--- src/rtl/vec_pkg.sv ---
// Shared definitions for the vector datapath components.
//   VEC_N  - default element width in bits
//   VEC_M  - default lane count
//   VEC_AW - default memory address width
//   vseq_state_t - state encoding of the vector memory sequencer
package vec_pkg;

    localparam int unsigned VEC_N  = 16;
    localparam int unsigned VEC_M  = 16;
    localparam int unsigned VEC_AW = 16;

    typedef enum logic [1:0] {
        StIdle = 2'd0,
        StReq  = 2'd1,
        StDone = 2'd2
    } vseq_state_t;

endpackage

--- src/rtl/vec_mem_sequencer.sv ---
// Vector load/store sequencer: splits one M-lane x N-bit vector memory operation into M
// single-element accesses on a scalar memory port.
//   clk, rst_n      - clock (rising edge), asynchronous active-low reset
//   start_i, we_i   - operation request and type (1 = store), accepted only when idle
//   base_addr_i     - lane-0 address
//   stride_i        - address increment between lanes (modulo 2^AW)
//   wdata_i         - store vector
//   busy_o, done_o  - operation in flight / one-cycle completion pulse
//   rdata_o         - last completed load vector
//   mem_*           - scalar memory port; an access completes on mem_ack_i while mem_req_o
module vec_mem_sequencer
    import vec_pkg::*;
#(
    parameter int unsigned N  = VEC_N,
    parameter int unsigned M  = VEC_M,
    parameter int unsigned AW = VEC_AW
) (
    input  logic                clk,
    input  logic                rst_n,
    input  logic                start_i,
    input  logic                we_i,
    input  logic [AW-1:0]       base_addr_i,
    input  logic [AW-1:0]       stride_i,
    input  logic [M-1:0][N-1:0] wdata_i,
    output logic                busy_o,
    output logic                done_o,
    output logic [M-1:0][N-1:0] rdata_o,
    output logic                mem_req_o,
    output logic                mem_we_o,
    output logic [AW-1:0]       mem_addr_o,
    output logic [N-1:0]        mem_wdata_o,
    input  logic [N-1:0]        mem_rdata_i,
    input  logic                mem_ack_i
);

    localparam int unsigned IW = $clog2(M);
    localparam logic [IW-1:0] LastIdx = IW'(M - 1);

    vseq_state_t         state_q, state_d;
    logic [IW-1:0]       idx_q, idx_d;
    logic                we_q, we_d;
    logic [AW-1:0]       addr_q, addr_d;
    logic [AW-1:0]       stride_q, stride_d;
    logic [M-1:0][N-1:0] wbuf_q, wbuf_d;
    logic [M-1:0][N-1:0] shadow_q, shadow_d;
    logic [M-1:0][N-1:0] rdata_q, rdata_d;

    always_comb begin
        state_d  = state_q;
        idx_d    = idx_q;
        we_d     = we_q;
        addr_d   = addr_q;
        stride_d = stride_q;
        wbuf_d   = wbuf_q;
        shadow_d = shadow_q;
        rdata_d  = rdata_q;

        unique case (state_q)
            StIdle: begin
                if (start_i) begin
                    state_d  = StReq;
                    we_d     = we_i;
                    addr_d   = base_addr_i;
                    stride_d = stride_i;
                    wbuf_d   = wdata_i;
                    idx_d    = '0;
                end
            end
            StReq: begin
                if (mem_ack_i) begin
                    if (!we_q) begin
                        shadow_d[idx_q] = mem_rdata_i;
                    end
                    if (idx_q == LastIdx) begin
                        state_d = StDone;
                        // Publish the whole vector at once, final lane included, so
                        // rdata never exposes a partially assembled load.
                        if (!we_q) begin
                            rdata_d = shadow_d;
                        end
                    end else begin
                        idx_d  = idx_q + 1'b1;
                        addr_d = addr_q + stride_q;
                    end
                end
            end
            StDone: begin
                state_d = StIdle;
            end
            default: begin
                state_d = StIdle;
            end
        endcase
    end

    always_ff @(posedge clk or negedge rst_n) begin
        if (!rst_n) begin
            state_q  <= StIdle;
            idx_q    <= '0;
            we_q     <= 1'b0;
            addr_q   <= '0;
            stride_q <= '0;
            wbuf_q   <= '0;
            shadow_q <= '0;
            rdata_q  <= '0;
        end else begin
            state_q  <= state_d;
            idx_q    <= idx_d;
            we_q     <= we_d;
            addr_q   <= addr_d;
            stride_q <= stride_d;
            wbuf_q   <= wbuf_d;
            shadow_q <= shadow_d;
            rdata_q  <= rdata_d;
        end
    end

    // Outputs decode registered state only; no input reaches an output combinationally.
    assign busy_o      = (state_q != StIdle);
    assign done_o      = (state_q == StDone);
    assign mem_req_o   = (state_q == StReq);
    assign mem_we_o    = (state_q == StReq) && we_q;
    assign mem_addr_o  = addr_q;
    assign mem_wdata_o = wbuf_q[idx_q];
    assign rdata_o     = rdata_q;

endmodule

--- config.mk ---
export PLATFORM = sky130hd
export DESIGN_NAME = vec_mem_sequencer
export DESIGN_NICKNAME = d
export VERILOG_FILES = /design/src/rtl/vec_pkg.sv /design/src/rtl/vec_mem_sequencer.sv
export SDC_FILE = /design/constraint.sdc
export NUM_CORES = 2
export LEC_CHECK = 0
export ABC_AREA = 1
export CORE_MARGIN = 8
export CORE_UTILIZATION = 55
export DETAILED_ROUTE_END_ITERATION = 16
export DONT_BUFFER_PORTS = 1
export GPL_ROUTABILITY_DRIVEN = 0
export GPL_TIMING_DRIVEN = 0
export PLACE_DENSITY_LB_ADDON = 0.12
export SETUP_SLACK_MARGIN = 0.4
export SLEW_MARGIN = 20
export SYNTH_ARGS = -nofsm -noshare
export SYNTH_HDL_FRONTEND = slang
export SYNTH_SLANG_ARGS = --single-unit
--- constraint.sdc ---
create_clock -name clk -period 2.7 [get_ports clk]
set_input_delay 0.675 -clock clk [delete_from_list [all_inputs] [get_ports clk]]
set_output_delay 0.675 -clock clk [all_outputs]
set_load 0.005 [all_outputs]
==> summary.md <==
| Metric | Value |
|---|---|
| Vias in the first global route | `between 20k and 30k` |
| Critical path data arrival time | `2.36 ns` |
| TritonCTS clock tree | `built` |
| Fin crit share | `1.12` |
| Worst min-delay path class | `in2async` |
| Max Clock Skew | `~0.027 ns` |
| Top cells by area, synth | `dfrtp_1 58%, nand2_1 17%, o21ai_0 6.5%` |
| CP required | `a little over 2 ns` |
| DRT Pass-1 Iters | `6` |
| Register area share after synthesis | `0.579` |
| Die area | `slightly above 0.07 mm2` |
| Max incr delay on CP | `around 0.47 ns` |
| Core Util, Final | `0.660` |
| Violated checks | `hold timing, slew limit, setup timing` |
| DR iter-0 viols | `between 3k and 4k` |
| Final Hold Vio Count | `156` |
| Total congestion overflow | `0` |
| DP Wirelength | `slightly below 90000 um` |
| Total core area | `~0.062 mm2` |
| Final hold slack | `-0.211 ns` |
| Seq cells post-synth | `between 700 and 800` |
| Cts bufs inserted | `just over 80` |
| CP max stage cell | `dfrtp_2` |
| Clk root buf | `clkbuf_16` |
| Die height | `about 270 um` |
| Worst-margin pin slew | `between 2 and 3 ns` |
| Endpoints failing setup | `20` |
| Die W | `~270 um` |
| Top Family by Delay on Critical Path | `buffers and inverters` |
| Area Overhead vs Synth | `18.9%` |
| FILL cells | `5113` |
| Simple-Gate Fraction of Synth Area | `0.221` |
| Total Routing Usage GR | `0.339` |
| Share of cells above drive strength 1 | `0.148` |
| Startpoint Class | `flop` |
| Cells after Synth | `slightly above 4k` |
| Port bufs | `0` |
| Mux contribution to synthesized area | `0` |
| # DRC | `0` |
| Fin crit period | `3.03 ns` |
| Avg Synthesized Cell Area | `8.32 um2` |
| Clk_lat worst skew | `between 0.6 and 0.7 ns` |
| Fin nets | `about 4.6k` |
| Critical-path maximum fanout | `7` |
| Setup Crit Path Kind | `reg2out` |
| I/O pin count | `601` |
| Worst R2R Setup Slack | `-0.02 ns` |
| XOR/XNOR Fraction of Synth Area | `0.00154` |
| Max-Cap Viols | `0` |
| WP buf/inv | `5` |
| First-pass GRT wire length | `180000 um` |
| Combinational family with the most area after synthesis | `simple AND/OR/NAND/NOR gates` |
| Clock-pin slew on the worst setup and hold paths | `about 0.060 ns` |
| Mapped cell area | `between 0.03 and 0.04 mm2` |
| Compound-Gate Fraction of Synth Area | `0.142` |
| Initial Util | `0.555` |
| Antenna violations before repair | `27` |
| RSZ-0062 raised after global routing | `yes` |
| Synth Warn # | `0` |
| Routed Antenna Nets | `0` |
| Normalized max-slew margin | `-0.874` |
| Placed Cells | `4949` |
| Vias per inst | `between 5 and 6` |
| Std-Cell Rows | `91` |
| Status | `complete, but fails checks` |
| Pins Over Slew Limit | `543` |
| Layout Cells excl Fill | `around 5.2k` |
| Synth Area in Adders | `0.00754` |
| Largest net degree at the start of global routing | `approximately 790` |
| Wire length per cell | `between 20 and 25 um` |
| Worst path cell trace | `buf_8 -> inv_8 -> buf_12 -> buf_12 -> buf_12 -> nor2_4 -> o22ai_4 -> nand2_2 -> nand4_1` |
| Longest Clk Path Bufs | `3` |
| Post-route worst setup slack | `-0.331 ns` |
| Power Dens Cells | `about 1200 mW/mm2` |
| FMAX | `about 330 MHz` |
| Total Power | `just under 50000 uW` |
| Crit path capture type | `output pin` |
| Leakage power | `just under 0.02 uW` |
| Top-area cell type share of the netlist area | `0.579` |
| Setup tns final | `-4.34 ns` |
| Cell taking the most area after synthesis | `dfrtp_1` |
| Most used cell, CP | `buf_12` |
| Synth Net Count | `4441` |
| Via Count | `~30k` |
| CTS sink cnt | `791` |
| IR drop worst, VDD | `around 0.72 mV` |
| Overall routed net length | `125000 um` |
| Netlist cell types | `34` |
| CTS H-tree depth | `3` |
-- timing repair --
item                                    CTS  global route
setup buffers                             7            21
gates cloned                              7             3
pin swaps                                49            48
endpoints found under the hold margin   791           791
endpoints found under the setup margin  402           500
resized for setup                       313           415
-- state kept, by name (all words and copies together), names as in the netlist --
register	cells
state_q	2
rdata_o	256
idx_q	4
stride_q	16
we_q	1
wbuf_q	256
mem_addr_o	16
shadow_q	240
-- per-stage QoR --
step	area [um2]	worst slack, ns
2_1_floorplan	34200	0.526
3_3_place_gp	35300	-0.721
3_5_place_dp	35300	-0.778
6_report	40700	-0.331
4_1_cts	39200	-0.257
5_1_grt	40600	-0.332
-- layout make-up --
class                           count  area (um2)  area share
Clock buffer                      121        2410      0.0592
Sequential cell                   791       19800       0.487
Inverter                           73         282     0.00692
Timing Repair Buffer               38         532      0.0131
Clock inverter                     25         294     0.00723
Buffer                            289        2090      0.0513
Antenna cell                       25        62.6     0.00154
Tap cell                          837        1050      0.0257
Multi-Input combinational cell   2959       14200       0.348
-- worst reg2reg max path, delay by kind of cell, from the launching register on --
family | cells | cell delay, ns
buffers and inverters | 11 | 1.35
AO/OA/AOI/OAI | 2 | 0.33
AND/OR/NAND/NOR | 2 | 0.27
adder cells (fa/ha/maj) | 1 | 0.17
flip-flops | 1 | 0.47
-- cells by family after synthesis --
family	count (synthesis)
and+or+nand+nor	1978
buffers and inverters	362
xor gates and xnor gates	6
AOI/OAI and AO/OA	955
adders and majority gates	20
DFF	791
-- report_power, final --
part	leakage [uW]	internal [uW]	switching (uW)
combinational	0.00757	6520	10600
clock	0.00133	6750	4780
sequential	0.0104	16100	3370
total	0.0193	29400	18800
-- worst paths after layout --
kind / from / endpoint / depth (start not counted)
min in group clk: wdata_i[101] / wbuf_q[101] / 2
hold / removal: rst_n / wbuf_q[224] / 0
hold reg to reg: wbuf_q[83] / wbuf_q[83] / 2
setup / recovery: idx_q[0] / mem_wdata_o[2] / 9
setup reg to reg: idx_q[0] / shadow_q[167] / 16
max in group asynchronous: rst_n / rdata_o[9] / 0
-- synth_stat cells --
library cell,instances
clkinv_1,16
clkbuf_1,137
inv_1,54
o21ai_0,444
nand2_1,1507
nand4_1,18
fa_1,1
inv_2,3
ha_1,19
or2_1,1
buf_4,5
and2_1,1
nand3_1,24
a31oi_1,3
nor2_4,1
o21a_1,1
buf_1,11
buf_6,21
o21ai_2,1
nand3_2,1
nand3b_1,2
o22ai_1,64
xor2_1,3
nor2_1,412
nand2_2,3
a21oi_1,254
or2_2,1
o211ai_1,1
buf_2,115
dfrtp_1,791
nor2_2,2
nor3_1,5
xnor2_1,3
o21ai_1,187
-- cells in the final DEF (no fill, tap or decap), types with 13 or more instances in the layout --
cell type	instances
o22ai_2	17
a21oi_2	62
nand3_1	24
o21ai_2	15
inv_1	49
a21oi_4	44
nand2_2	20
nor2_4	31
clkbuf_16	91
nand2_1	1483
buf_6	41
buf_2	87
o22ai_1	42
diode_2	25
nor2_2	49
o21ai_1	260
clkbuf_8	25
ha_1	16
nor2_1	335
o21ai_0	355
dfrtp_1	788
nand4_1	18
clkbuf_1	97
clkbuf_2	25
clkinv_1	16
buf_12	18
clkinv_2	13
buf_4	24
a21oi_1	148
buf_8	14
clkbuf_4	13
-- routing by layer --
layer / vias to the layer above / track usage / part of all wire
met5: - / 0 / 0.00049
met4: 8 / 0.190 / 0.059
met3: 371 / 0.109 / 0.10
met2: 1404 / 0.541 / 0.47
met1: 14406 / 0.405 / 0.37
li1: 13589 / - / -
(Power assumes the default switching activity.)
